`src/rtl/overlap_arb_pkg.sv`:
```
// Shared types and constants for the overlapping-window bus arbiter.
// The low requester owns bus16[11:0] and the high requester owns bus16[15:4].
package overlap_arb_pkg;

    typedef enum logic [1:0] {
        IDLE   = 2'd0,
        GNT_LO = 2'd1,
        GNT_HI = 2'd2
    } state_t;

    typedef enum logic [1:0] {
        SRC_NONE = 2'd0,
        SRC_LO   = 2'd1,
        SRC_HI   = 2'd2
    } src_t;

    localparam logic [15:0] LO_MASK = 16'h0FFF;
    localparam logic [15:0] HI_MASK = 16'hFFF0;

endpackage

```
`src/rtl/overlap_bus_arbiter_sat_counter.sv`:
```
// Saturating up-counter with asynchronous active-low clear.
// Once it reaches all-ones it holds until the next reset.
module sat_counter #(
    parameter int W = 8
) (
    input  logic         clk,
    input  logic         rst_n,
    input  logic         inc,
    output logic [W-1:0] cnt
);

    localparam logic [W-1:0] ONE = {{(W-1){1'b0}}, 1'b1};

    logic [W-1:0] cnt_reg;

    always_ff @(posedge clk or negedge rst_n) begin
        if (!rst_n) begin
            cnt_reg <= '0;
        end else if (inc && (cnt_reg != '1)) begin
            cnt_reg <= cnt_reg + ONE;
        end
    end

    assign cnt = cnt_reg;

endmodule

```
`src/rtl/overlap_bus_arbiter.sv`:
```
// Round-robin arbiter for two requesters writing overlapping windows of bus16,
// with bounded locked bursts and a count of cross-requester overlap overwrites.
module overlap_bus_arbiter
    import overlap_arb_pkg::*;
#(
    parameter logic [15:0] RESET_VAL = 16'h0000,
    parameter int          MAX_BURST = 4,
    parameter int          CNT_W     = 8
) (
    input  logic             clk,
    input  logic             rst_n,
    input  logic             lo_valid,
    input  logic             lo_lock,
    input  logic [11:0]      lo_data,
    output logic             lo_ready,
    input  logic             hi_valid,
    input  logic             hi_lock,
    input  logic [11:0]      hi_data,
    output logic             hi_ready,
    output logic [15:0]      bus16,
    output logic [11:0]      low12,
    output logic [11:0]      high12,
    output logic             upd,
    output logic [1:0]       upd_src,
    output logic [CNT_W-1:0] clobber_cnt
);

    localparam logic [4:0] MAX_B = 5'(MAX_BURST);

    state_t      state_reg, state_next;
    src_t        ptr_reg, ptr_next;
    src_t        owner_reg, owner_next;
    src_t        upd_src_reg, upd_src_next;
    logic [3:0]  beat_cnt_reg, beat_cnt_next;
    logic [15:0] bus16_reg, bus16_next;
    logic        upd_reg, upd_next;
    logic        clobber_inc;
    logic        burst_more;

    assign lo_ready = (state_reg == GNT_LO);
    assign hi_ready = (state_reg == GNT_HI);

    // True when the beat being accepted now is not the last one the burst may take.
    assign burst_more = (({1'b0, beat_cnt_reg} + 5'd1) < MAX_B);

    always_comb begin
        state_next    = state_reg;
        ptr_next      = ptr_reg;
        owner_next    = owner_reg;
        upd_src_next  = upd_src_reg;
        beat_cnt_next = beat_cnt_reg;
        bus16_next    = bus16_reg;
        upd_next      = 1'b0;
        clobber_inc   = 1'b0;
        case (state_reg)
            IDLE: begin
                if (lo_valid && (!hi_valid || ptr_reg == SRC_LO)) begin
                    state_next = GNT_LO;
                end else if (hi_valid) begin
                    state_next = GNT_HI;
                end
            end
            GNT_LO: begin
                if (lo_valid) begin
                    bus16_next   = (bus16_reg & ~LO_MASK) | ({4'h0, lo_data} & LO_MASK);
                    upd_next     = 1'b1;
                    upd_src_next = SRC_LO;
                    owner_next   = SRC_LO;
                    clobber_inc  = (owner_reg != SRC_NONE) && (owner_reg != SRC_LO);
                    if (lo_lock && burst_more) begin
                        beat_cnt_next = beat_cnt_reg + 4'd1;
                    end else begin
                        beat_cnt_next = 4'd0;
                        ptr_next      = SRC_HI;
                        state_next    = hi_valid ? GNT_HI : IDLE;
                    end
                end else begin
                    beat_cnt_next = 4'd0;
                    state_next    = hi_valid ? GNT_HI : IDLE;
                end
            end
            GNT_HI: begin
                if (hi_valid) begin
                    bus16_next   = (bus16_reg & ~HI_MASK) | ({hi_data, 4'h0} & HI_MASK);
                    upd_next     = 1'b1;
                    upd_src_next = SRC_HI;
                    owner_next   = SRC_HI;
                    clobber_inc  = (owner_reg != SRC_NONE) && (owner_reg != SRC_HI);
                    if (hi_lock && burst_more) begin
                        beat_cnt_next = beat_cnt_reg + 4'd1;
                    end else begin
                        beat_cnt_next = 4'd0;
                        ptr_next      = SRC_LO;
                        state_next    = lo_valid ? GNT_LO : IDLE;
                    end
                end else begin
                    beat_cnt_next = 4'd0;
                    state_next    = lo_valid ? GNT_LO : IDLE;
                end
            end
            default: begin
                state_next    = IDLE;
                beat_cnt_next = 4'd0;
            end
        endcase
    end

    always_ff @(posedge clk or negedge rst_n) begin
        if (!rst_n) begin
            state_reg    <= IDLE;
            ptr_reg      <= SRC_LO;
            owner_reg    <= SRC_NONE;
            upd_src_reg  <= SRC_NONE;
            beat_cnt_reg <= 4'd0;
            bus16_reg    <= RESET_VAL;
            upd_reg      <= 1'b0;
        end else begin
            state_reg    <= state_next;
            ptr_reg      <= ptr_next;
            owner_reg    <= owner_next;
            upd_src_reg  <= upd_src_next;
            beat_cnt_reg <= beat_cnt_next;
            bus16_reg    <= bus16_next;
            upd_reg      <= upd_next;
        end
    end

    sat_counter #(
        .W(CNT_W)
    ) u_clobber (
        .clk  (clk),
        .rst_n(rst_n),
        .inc  (clobber_inc),
        .cnt  (clobber_cnt)
    );

    assign bus16   = bus16_reg;
    assign low12   = bus16_reg[11:0];
    assign high12  = bus16_reg[15:4];
    assign upd     = upd_reg;
    assign upd_src = upd_src_reg;

endmodule

```
`config.mk`:
```
export PLATFORM = sky130hd
export DESIGN_NAME = overlap_bus_arbiter
export DESIGN_NICKNAME = d
export VERILOG_FILES = /design/src/rtl/overlap_arb_pkg.sv /design/src/rtl/overlap_bus_arbiter_sat_counter.sv /design/src/rtl/overlap_bus_arbiter.sv
export SDC_FILE = /design/constraint.sdc
export NUM_CORES = 1
export LEC_CHECK = 0
export ABC_AREA = 1
export ABC_CLOCK_PERIOD_IN_PS = 1780
export CAP_MARGIN = 30
export CORE_UTILIZATION = 35
export DETAILED_ROUTE_END_ITERATION = 6
export PLACE_DENSITY = 0.67
export SLEW_MARGIN = 20
export SYNTH_ARGS = -nofsm -noshare
export SYNTH_HDL_FRONTEND = slang
export SYNTH_SLANG_ARGS = --single-unit
```
`constraint.sdc`:
```
create_clock -name clk -period 1.78 [get_ports clk]
set_input_delay 0.356 -clock clk [delete_from_list [all_inputs] [get_ports clk]]
set_output_delay 0.356 -clock clk [all_outputs]
set_load 0.01 [all_outputs]
```
**Yosys cells after proc, flatten, opt, wreduce, memory -nomap -nowiden**

Index checks and enable logic that the tools add are counted.

- Flip-flop bits (word level): 35
- Input bits: 30
- Output and inout bits: 53
- Word-level logic and storage cells: 70

- Add/sub/neg operators: 3
- Order comparisons: 1
- Equality and inequality tests: 13
- Mux-type cells: 30
- Bitwise gates (word level): 2
- Reduce and logical (&&, ||, !) cells: 14

Operator list:

| kind | number |
|---|---|
| 16-bit 2-to-1 mux | 2 |
| 16-bit one-hot mux with 2 select lines | 1 |
| 2-bit 2-to-1 mux | 12 |
| 4-bit 2-to-1 mux | 4 |
| 16-bit by 12-bit OR with 16-bit output | 1 |
| 4-bit by 16-bit OR with 16-bit output | 1 |
| 4-bit one-hot mux with 3 select lines | 1 |
| 2-bit != test, second input constant | 5 |
| 3-bit != test, second input constant | 3 |
| 8-bit by 1-bit adder with 8-bit output, second input constant | 1 |
| 8-bit != test, second input constant | 1 |
| 2-bit one-hot mux with 2 select lines | 2 |
| 1-bit logical AND | 6 |
| 2-bit one-hot mux with 3 select lines | 1 |
| 3-bit AND reduction | 2 |
| 4-bit by 1-bit adder with 5-bit output, second input constant | 1 |
| 5-bit by 3-bit less-than comparator with 1-bit output, second input constant | 1 |
| 1-bit 2-to-1 mux | 5 |
| 5-bit AND reduction | 1 |
| 4-bit by 1-bit adder with 4-bit output, second input constant | 1 |
| 2-bit by 1-bit equality test with 1-bit output, second input constant | 2 |
| 1-bit one-hot mux with 2 select lines | 2 |
| 2-bit nonzero test | 2 |
| 2-bit equality test, second input constant | 1 |
| 4 further kinds | 4 |

**Logic depth before layout (Yosys ltp)**

Gate-level depths: netlist (run 1).

- Depth in word-level cells: 6
- Depth in mapped cells: 12
- Gate-level depth less buffers: 12

**Cells and area by module**

From an unflattened synthesis (run 1), not the netlist that was laid out.

- Cells, all modules: 261
- Area total of the unflattened synthesis: 2024.4 um^2

By module, submodules not included:

| module | times used | cells an instance | area an instance (um^2) | sequential area each (um^2) |
|---|---|---|---|---|
| overlap_bus_arbiter | 1 | 198 | 1541.5 | 676.9 |
| sat_counter | 1 | 63 | 483.0 | 200.2 |

**Worst setup path after synthesis (run 1)**

OpenSTA, ideal clock, no wires.

- Kind: register to register
- Start point: register state_reg[0]
- End point: register u_clobber.cnt_reg[3] (netlist: u_clobber.cnt[3])
- Library setup time: 0.117 ns
- Data arrival time: 1.454 ns
- Required time: 1.663 ns
- Slack: 0.209 ns
- Stages on the path, launching flop included: 10
- Buffers on the path: 0
- Clock period less this slack: 1.571 ns
- Path through: dfrtp_1 -> inv_1 -> ha_1 -> nand2_2 -> o22ai_2 -> nand3_4 -> inv_4 -> nand2_1 -> nand2_1 -> nand2_1

- Cells in the longest elaborated chain, start to end: 3
- Elaborated cells between the ends (all ways): 4
- Those cells by class: 2 x eq/ne; 1 x mux; 1 x reduce/logical

Ends and longest elaborated chain:

| item | RTL line | text |
|---|---|---|
| start, declared | overlap_bus_arbiter.sv:30 | `state_t state_reg, state_next;` |
| start signal, assigned | overlap_bus_arbiter.sv:118 | `state_reg <= state_next;` |
| 2-bit equality test | n/a |  |
| net hi_ready | overlap_bus_arbiter.sv:19 | `output logic hi_ready,` |
| 1-bit one-hot mux with 2 select lines | overlap_bus_arbiter.sv:55 | `case (state_reg)` |
| 1-bit logical AND | overlap_bus_arbiter_sat_counter.sv:19 | `end else if (inc && (cnt_reg != '1)) begin` |
| end signal, assigned | overlap_bus_arbiter_sat_counter.sv:20 | `cnt_reg <= cnt_reg + ONE;` |
| end, declared | overlap_bus_arbiter_sat_counter.sv:14 | `logic [W-1:0] cnt_reg;` |

The timed path passes the listed nets, and every way through them passes these cells.
A chain may end at the register's enable or synchronous reset.

**Worst setup path in the final report (run 1)**

- Start point: register state_reg[0]
- End point: output port hi_ready

- Cells in the longest elaborated chain, start to end: 1

Ends and longest elaborated chain:

| item | RTL line | text |
|---|---|---|
| 2-bit equality test | overlap_bus_arbiter.sv:41 | `assign hi_ready = (state_reg == GNT_HI);` |
| end, declared | overlap_bus_arbiter.sv:19 |  |

No other way between the ends.

==> results of run 1 <==
[cell usage after synthesis, drive strengths merged]
| cell | number | area [um2] |
|---|---|---|
| nand2 | 95 | 367 |
| inv | 27 | 104 |
| dfstp | 1 | 26.3 |
| nand3 | 12 | 82.6 |
| o22ai | 1 | 12.5 |
| nor2 | 9 | 43.8 |
| o21ai | 7 | 35.0 |
| xor2 | 3 | 26.3 |
| clkbuf | 1 | 3.75 |
| or2 | 1 | 6.26 |
| nand4 | 3 | 18.8 |
| dfrtp | 34 | 851 |
| xnor2 | 3 | 26.3 |
| a21oi | 3 | 15.0 |
| a22oi | 8 | 60.1 |
| ha | 6 | 75.1 |
| nor3 | 2 | 21.3 |
| nand3b | 1 | 7.51 |
| buf | 26 | 193 |
[area by class of cell]
type	count	area (um2)	share of cell area, %
sequential	35	877	31.0
timing repair buffer	89	871	30.8
multi-input combinational	154	802	28.4
inverter	27	104	3.67
tap	70	87.6	3.10
clock buffer	6	72.6	2.57
clock inverter	2	12.5	0.443
[how the worst max path moves through the flow]
stage / depth (start not counted) / to / slack [ns] / start
after detailed placement: 6 / upd_src[0] / 0.07 / hi_valid
after global placement: 3 / hi_ready / 0.09 / state_reg[0]
after CTS: 3 / hi_ready / 0.1 / state_reg[0]
final: 3 / hi_ready / 0.11 / state_reg[0]
after global routing: 12 / ptr_reg[1] / -0.00009 / state_reg[1]
after floorplan: 9 / u_clobber.cnt[3] / 0.21 / state_reg[0]
[power by group through the flow]
stage          sequential, W  clock, W  combinational [W]
3_5_place_dp         0.00140         0            0.00235
5_1_grt              0.00144  0.000612            0.00254
6_report             0.00138  0.000560            0.00232
2_1_floorplan        0.00148         0            0.00125
3_3_place_gp         0.00139         0            0.00232
4_1_cts              0.00139  0.000580            0.00234
[metrics by stage]
stage / utilization, % / hold WS (ns) / total power, W / area [um2]
finish: 53.6 / 0.465 / 0.00426 / 2830
global route: 53.6 / 0.498 / 0.00459 / 2830
CTS: 53.6 / 0.471 / 0.00431 / 2820
detailed placement: 52.0 / 0.463 / 0.00375 / 2740
global placement: 52.0 / 0.456 / 0.00371 / 2740
floorplan: - / 0.0604 / 0.00273 / 1970
[worst reg2reg max path: cells and delay by family, from the launching register on]
family,cells,cell delay [ns]
and+or+nand+nor,7,0.50
DFF,1,0.41
adders and majority gates,1,0.20
buffers and inverters,4,0.36
[cell usage in the layout, fill, tap and decap left out, types with 4 or more instances in the layout]
| cell | netlist | layout |
|---|---|---|
| dfrtp_1 | 34 | 34 |
| nor2_1 | 7 | 7 |
| ha_1 | 6 | 4 |
| a22oi_1 | 8 | 8 |
| nand2_1 | 91 | 91 |
| buf_4 | 25 | 7 |
| inv_1 | 25 | 25 |
| clkdlybuf4s50_1 | 0 | 80 |
| clkbuf_8 | 0 | 5 |
| o21ai_0 | 5 | 5 |
| nand3_1 | 9 | 9 |
| nand2_2 | 4 | 4 |
[repair_timing]
item                       in CTS  in global routing
cloned                          0                  0
setup endpoints to repair       2                  2
resized for setup               3                  1
[per-layer routing]
layer | wire length (um) | part of all wire, %
met4 | 47 | 1.1
met5 | 0 | 0
met3 | 216 | 4.9
met2 | 2150 | 49
met1 | 1980 | 45
[logic make-up after synthesis]
| family | count (synthesis) | share of synthesized area (%) |
|---|---|---|
| AND/OR/NAND/NOR | 123 | 27.7 |
| buffers and inverters | 54 | 15.2 |
| flip-flops | 35 | 44.4 |
| AO/OA/AOI/OAI | 19 | 6.21 |
| XOR/XNOR | 6 | 2.66 |
| adder cells (fa/ha/maj) | 6 | 3.80 |
==> metrics.yaml, run 1 <==
outcome:
  status: "complete, no violations"
grt:
  use_met3_pct: 4.88
  antenna_found_initial: 0
  gr-usage-met2_pct: 25.6
  grt_pass1_vias: 1566
  grt-ovfl-total: 0
  gr-max-usage-layer: "met2"
  grtUsageTotal_pct: 15.9
  grt_pass1_wl_um: 7420
  grt_max_degree: 36
  grt_use_met1_pct: 20.6
logic_synthesis:
  syn_nets: 279
  ys.warnings.count: 0
  synthesis.area_mm2: 0.00197
  synth_seq_area_share_pct: 44.4
  synth-seq-cells: 35
  synth_cells: 243
  synth_cell_types: 29
  syn_avg_cell_area_um2: 8.13
timing:
  period_share_pct: 94.0
  worst_pin_slew_ns: 0.437
  drv_slew: 0
  fin_crit_ns: 1.67
  slew_headroom_pct: 70.8
  fin_ws_ns: 0.107
  finClkSkew_ns: 0.00937
  hold_viol: 0
  fmax_mhz: 598
  setup_viol: 0
  setup_tns_ns: 0
placed_design:
  dp.cells: 375
  port_buffers: 82
  place_ws_ns: 0.0707
  dp_hpwl_um: 3440
  gp_congestion: 0.873
critical_path:
  cp_top_family: "flip-flops"
  endpoint_kind: "primary output"
  cp_max_fo: 5
  cpPeakStageDelay_ns: 0.42
  critPathLaunchType: "flop"
  reg2reg_slack_ns: 0.17
  timing.rr.end: "ptr_reg[1]"
  cp_slowest_cell: "dfrtp_1"
  path_cells: "inv_1 -> ha_2 -> dlygate4sd2_1"
  critPathRequiredTime_ns: 1.42
  critical_path_class: "reg -> out"
  timing.rr.start: "state_reg[1]"
  cp.arrival_ns: 1.32
  critical_path_buf_inv_count: 2
  r2r_cells: 12
die:
  die_y_um: 77.1
  die_w_um: 77.1
  start_util_pct: 37.5
  core_area_mm2: 0.00527
  rows: 26
  dieArea_mm2: 0.00595
  boundaryPins: 83
clock_tree:
  clk_latency_ns: 0.29
  cts_root_buf: "clkbuf_8"
  cts_made_buffers: 5
  cts_tree: "built"
  cts_sinks: 35
  post_cts_buffers: 0
  cts_hold_buf: 0
  path_clk_slew_ns: 0.08
  h-tree-depth: 2
  clockBufferDepth: 2
pwr:
  vdd_drop_max_uv: 808
  power_switching_w: 0.00161
  p_seq_share_pct: 32.5
  combinationalPowerShare_pct: 54.4
  p_leak_nw: 1.37
  p_sw_share_pct: 37.8
  power_density_mw_per_mm2: 1510
  pwr-share-clk_pct: 13.1
  p_int_w: 0.00265
hold_path:
  hp-class: "in -> async"
layout:
  largest_reg_flops: 16
  fin_cells: 383
  fillers: 513
  antenna_cells: 0
  drive_gt1_share_pct: 9.90
  area_delta_synth_final_pct: 43.2
  nNetsFinal: 348
route:
  viasPerCell: 4.46
  first_pass_iters: 4
  drc: 0
  vias: 1710
  drt_iter0_drc: 102
  wl_um: 4400
  ant_nets: 0
  wl_per_cell_um: 11.5
job:
  cap_violations: 0
(Power assumes the default switching activity.)
==> run 2: changes to the inputs <==
--- a/config.mk
+++ b/config.mk
@@ -9,6 +9,7 @@
 export ABC_CLOCK_PERIOD_IN_PS = 1780
 export CAP_MARGIN = 30
 export CORE_UTILIZATION = 35
+export CTS_CLUSTER_SIZE = 16
 export DETAILED_ROUTE_END_ITERATION = 6
 export PLACE_DENSITY = 0.67
 export SLEW_MARGIN = 20
==> results of run 2 <==
Same layout as run 1: the final DEF is identical, and so are final timing and power.
==> RTL change 1: new RTL, settings of run 1 <==
Set the parameter `CNT_W` to 12 (it was 8).
--- a/src/rtl/overlap_bus_arbiter.sv
+++ b/src/rtl/overlap_bus_arbiter.sv
@@ -7,3 +7,3 @@
     parameter int          MAX_BURST = 4,
-    parameter int          CNT_W     = 8
+    parameter int          CNT_W     = 12
 ) (
Ports: changed (resized clobber_cnt); port bits go from 83 to 87. No check against the original RTL was run, so the function may have changed too.
==> RTL change 1 against run 1 <==
Synthesized cell count rose by 13%; sequential cell count rose by 4; critical path type unchanged; power rose by 6.7%; largest cell class unchanged; synthesized area is 15% higher; fmax fell by 1.3%; design area up 15%; worst setup slack got worse by 22 ps; wire length increased by 12%.
==> RTL change 1: results (changes against run 1) <==
metric,value,unit,change
met2 usage,23.4,%,-2.2 points
first-pass GRT wire length,7.63,mm,+2.9%
Synth Net Count,310,,+11%
"top cells by area, synth","dfrtp_1 42%, nand2_1 16%, buf_4 8.3%",,
non-clk buf share,30.1,%,-0.68 points
area fraction in compound gates after synthesis,9.08,%,+2.9 points
Worst Clk Skew,5.77,ps,-3.60 ps
Sw Ratio,35.9,%,-1.9 points
Multi-In Gates,171,,+11%
Slew @ Worst Pin,468,ps,+30.9 ps
register area share after synthesis,43.0,%,-1.5 points
Placed Cells,420,,+12%
multi-input logic area,945,sq um,+18%
gpl congestion,0.827,,-5.3%
met2 wire length,2.29,mm,+6.3%
Peak VDD IR,0.648,mV,-20%
Final nets,386,,+11%
status,finished clean,,
Non-Clock Buffer Count,99,,+11%
clk sinks,39,,+11%
leakage,1.51,nW,+10%
post-synthesis xor/xnor area fraction,4.24,%,+1.6 points
Port Buffer Count,86,,+4.9%
Detail Route met3 WL,260,um,+20%
met3 Track Usage GR,3.08,%,-1.8 points
number of fill cells in the layout,630,,+23%
post-CTS resize count,4,,+1
"Cell Area, Placed",3120,sq um,+14%
final wirelength,4.93,mm,+12%
FF-to-FF setup slack,190,ps,+20 ps
DPL Wire Length,3.86,mm,+12%
fraction of layout cells with a size suffix above 1,14.2,%,+4.3 points
Row Count,29,,+12%
Clock-cell share,3.63,%,+0.62 points
initial DRC count,113,,+11%
GRT Total Usage,14.8,%,-1.1 points
final instance area,3240,sq um,+15%
pin count of the biggest net entering global routing,21,,-42%
wl on met1,2.34,mm,+18%
## RTL change 1: cell count changes in the layout (fill, tap and decap cells not counted), moves of 3 or more
cell / run 1 / this run
a22oi_1: 8 / 0
buf_4: 7 / 11
clkdlybuf4s50_1: 80 / 83
dfrtp_1: 34 / 38
inv_1: 25 / 32
nand2_1: 91 / 95
nand4_1: 3 / 6
nor2_1: 7 / 10
o211ai_2: 0 / 6
o21ai_2: 0 / 6
xor2_1: 3 / 6
## RTL change 1: power groups by stage
stage	logic (mW)	registers, mW	clock network (mW)
floorplan	1.27	1.52	0
global placement	2.35	1.44	0
detailed placement	2.38	1.44	0
CTS	2.37	1.43	0.795
global route	2.58	1.48	0.828
finish	2.36	1.43	0.767
## RTL change 1: worst reg2reg max path: stages (launching register included)
cell and delay (ps):
dfrtp_1 420, inv_1 100, ha_2 240, nand2_2 110, a22oi_4 200, nand2_2 80, inv_2 180, nand2_1 80
o211ai_1 90
==> RTL change 2: new RTL, config.mk and constraints of run 1 <==
Made on the original files. Encoding of `state_t`: now one-hot (3 bits for 3 states).
--- a/src/rtl/overlap_arb_pkg.sv
+++ b/src/rtl/overlap_arb_pkg.sv
@@ -4,6 +4,6 @@
 
-    typedef enum logic [1:0] {
-        IDLE   = 2'd0,
-        GNT_LO = 2'd1,
-        GNT_HI = 2'd2
+    typedef enum logic [2:0] {
+        IDLE   = 3'b001,
+        GNT_LO = 3'b010,
+        GNT_HI = 3'b100
     } state_t;
Check against the original RTL: no difference found for any inputs over 10 cycles, from zero or initial values and one cycle with rst_n low; not proved beyond that.
==> RTL change 2 against run 1 <==
Non-clock buffer count increased by 2; critical endpoint is now lo_ready; register-to-register slack better by 30 ps; via count fell by 1.1%; die area is 3.0% lower; count of clock-buffer cells in the layout rose by 1; first-iteration DRC count rose by 21%; critical path type unchanged; power decreased by 1.6%; sequential cell count up 1; clock power up 40%; design area fell by 0.49%; wire length grew 3.2%; worst setup slack better by 8.7 ps; synthesized area is 3.0% lower.
==> RTL change 2: results (changes against run 1) <==
metric,value,unit,change
number of global-route vias before repair,1607,,+2.6%
critical path peak fanout,5,,unchanged
DPL Wire Length,3.35,mm,-2.4%
Sw Ratio,34.0,%,-3.9 points
max reg flops,16,,unchanged
initial antenna violation count,0,,unchanged
Yosys cell types,27,,-6.9%
Inserted Clock Buffers,5,,unchanged
vias per cell,4.47,,+0.20%
Final nets,339,,-2.6%
Crit path arrival time,1310,ps,
antenna cells,0,,unchanged
Worst slew margin,69.1,%,-1.8 points
first-pass GRT wire length,7.93,mm,+6.9%
clock root cell,clkbuf_8,,
Routed WL per cell,12.0,um,+4.5%
status,finished clean,,
min-delay worst type,input pin to async pin,,
register area share after synthesis,47.2,%,+2.8 points
Post-synth ARST share,100,%,unchanged
Crit path max-delay family,flip-flops,,
critical path's slowest cell,dfstp_2,,
DRT Pass-1 Iters,4,,unchanged
RR Startpoint,u_clobber.cnt[1],,
H-tree depth,2,,unchanged
Port Buffer Count,82,,unchanged
"Reg clk slew, reported paths",70,ps,
gpl congestion,0.815,,-6.6%
predominant post-synthesis flop cell,dfrtp_1,,
Critical Path Max Stage Delay,540,ps,+120 ps
number of fill cells in the layout,465,,-9.4%
Avg Synthesized Cell Area,8.11,sq um,-0.17%
Worst Clk Skew,9.18,ps,-0.191 ps
pin count of the biggest net entering global routing,37,,+2.8%
leakage,1.31,nW,-5.0%
"top cells by area, synth","dfrtp_1 44%, nand2_1 18%, buf_4 9.4%",,
CTS Buffer Depth,2,,unchanged
Synth Warn #,0,,unchanged
initial DRC count,123,,+21%
Post-synth top cells,"91 x nand2_1, 34 x dfrtp_1, 24 x buf_4, 19 x inv_1, 14 x nand3_1",,
Clock Latency Late Sink,290,ps,about the same
Synth Net Count,268,,-3.9%
Worst Setup SP,state_reg[0],,
Peak VDD IR,0.587,mV,-27%
GRT Total Usage,17.3,%,+1.5 points
fraction of layout cells with a size suffix above 1,11.4,%,+1.5 points
==> RTL change 2: cell type report <==
cell class,instances,share of cell area (%)
sequential,36,32.1
timing repair buffer,91,31.3
multi-input combinational,150,25.8
clock buffer,7,3.43
inverter,23,3.16
tap,70,3.11
clock inverter,1,1.07
==> RTL change 2: final timing paths <==
path                                     to  slack (ps)  cells past startpoint
max                                lo_ready         120                      4
min                                bus16[4]         100                      2
max reg2reg                u_clobber.cnt[6]         200                      8
min reg2reg                      ptr_reg[0]         470                      2
max in group asynchronous      state_reg[0]        1310                      2
min in group clk                 ptr_reg[0]         470                      2
==> RTL change 2: what timing repair did <==
| action | 4_1_cts | 5_1_grt |
|---|---|---|
| cloned | 0 | 0 |
| buffers inserted | 0 | 0 |
| resized for setup | 2 | 1 |
| setup endpoints to repair | 2 | 3 |
| pin swaps | 0 | 0 |
==> RTL change 2: stage by stage <==
stage / instances / setup slack (ps) / utilization, % / cell area (sq um) / power, mW
after floorplan: 236 / 369 / - / 1910 / 2.53
after global placement: 370 / 20.0 / 51.9 / 2680 / 3.42
after detailed placement: 370 / -36.2 / 51.9 / 2680 / 3.45
after CTS: 378 / 96.0 / 54.3 / 2810 / 4.25
after global routing: 378 / 35.6 / 54.4 / 2810 / 4.49
final: 378 / 116 / 54.4 / 2810 / 4.19
==> RTL change 2: power by group through the flow <==
stage / Clock (mW) / Sequential [mW] / Combinational [mW]
floorplan: 0 / 1.48 / 1.05
global placement: 0 / 1.41 / 2.01
detailed placement: 0 / 1.41 / 2.04
CTS: 0.810 / 1.40 / 2.03
global route: 0.842 / 1.46 / 2.20
finish: 0.782 / 1.40 / 2.02
==> RTL change 2: logic make-up after synthesis <==
family,after synthesis,share of synthesized area (%)
AOI/OAI and AO/OA,15,4.58
and+or+nand+nor,128,29.5
buffers and inverters,50,15.2
DFF,36,47.2
adders and majority gates,2,1.31
xor gates and xnor gates,5,2.29
==> RTL change 2: routing by layer <==
| metal | track usage, % | vias to the layer above | part of all wire [%] |
|---|---|---|---|
| met5 | 0 | - | 0 |
| met4 | 5.38 | 0 | 1.5 |
| met3 | 4.82 | 8 | 7.4 |
| met2 | 27.5 | 69 | 44 |
| met1 | 23.0 | 763 | 47 |
| li1 | - | 851 | - |
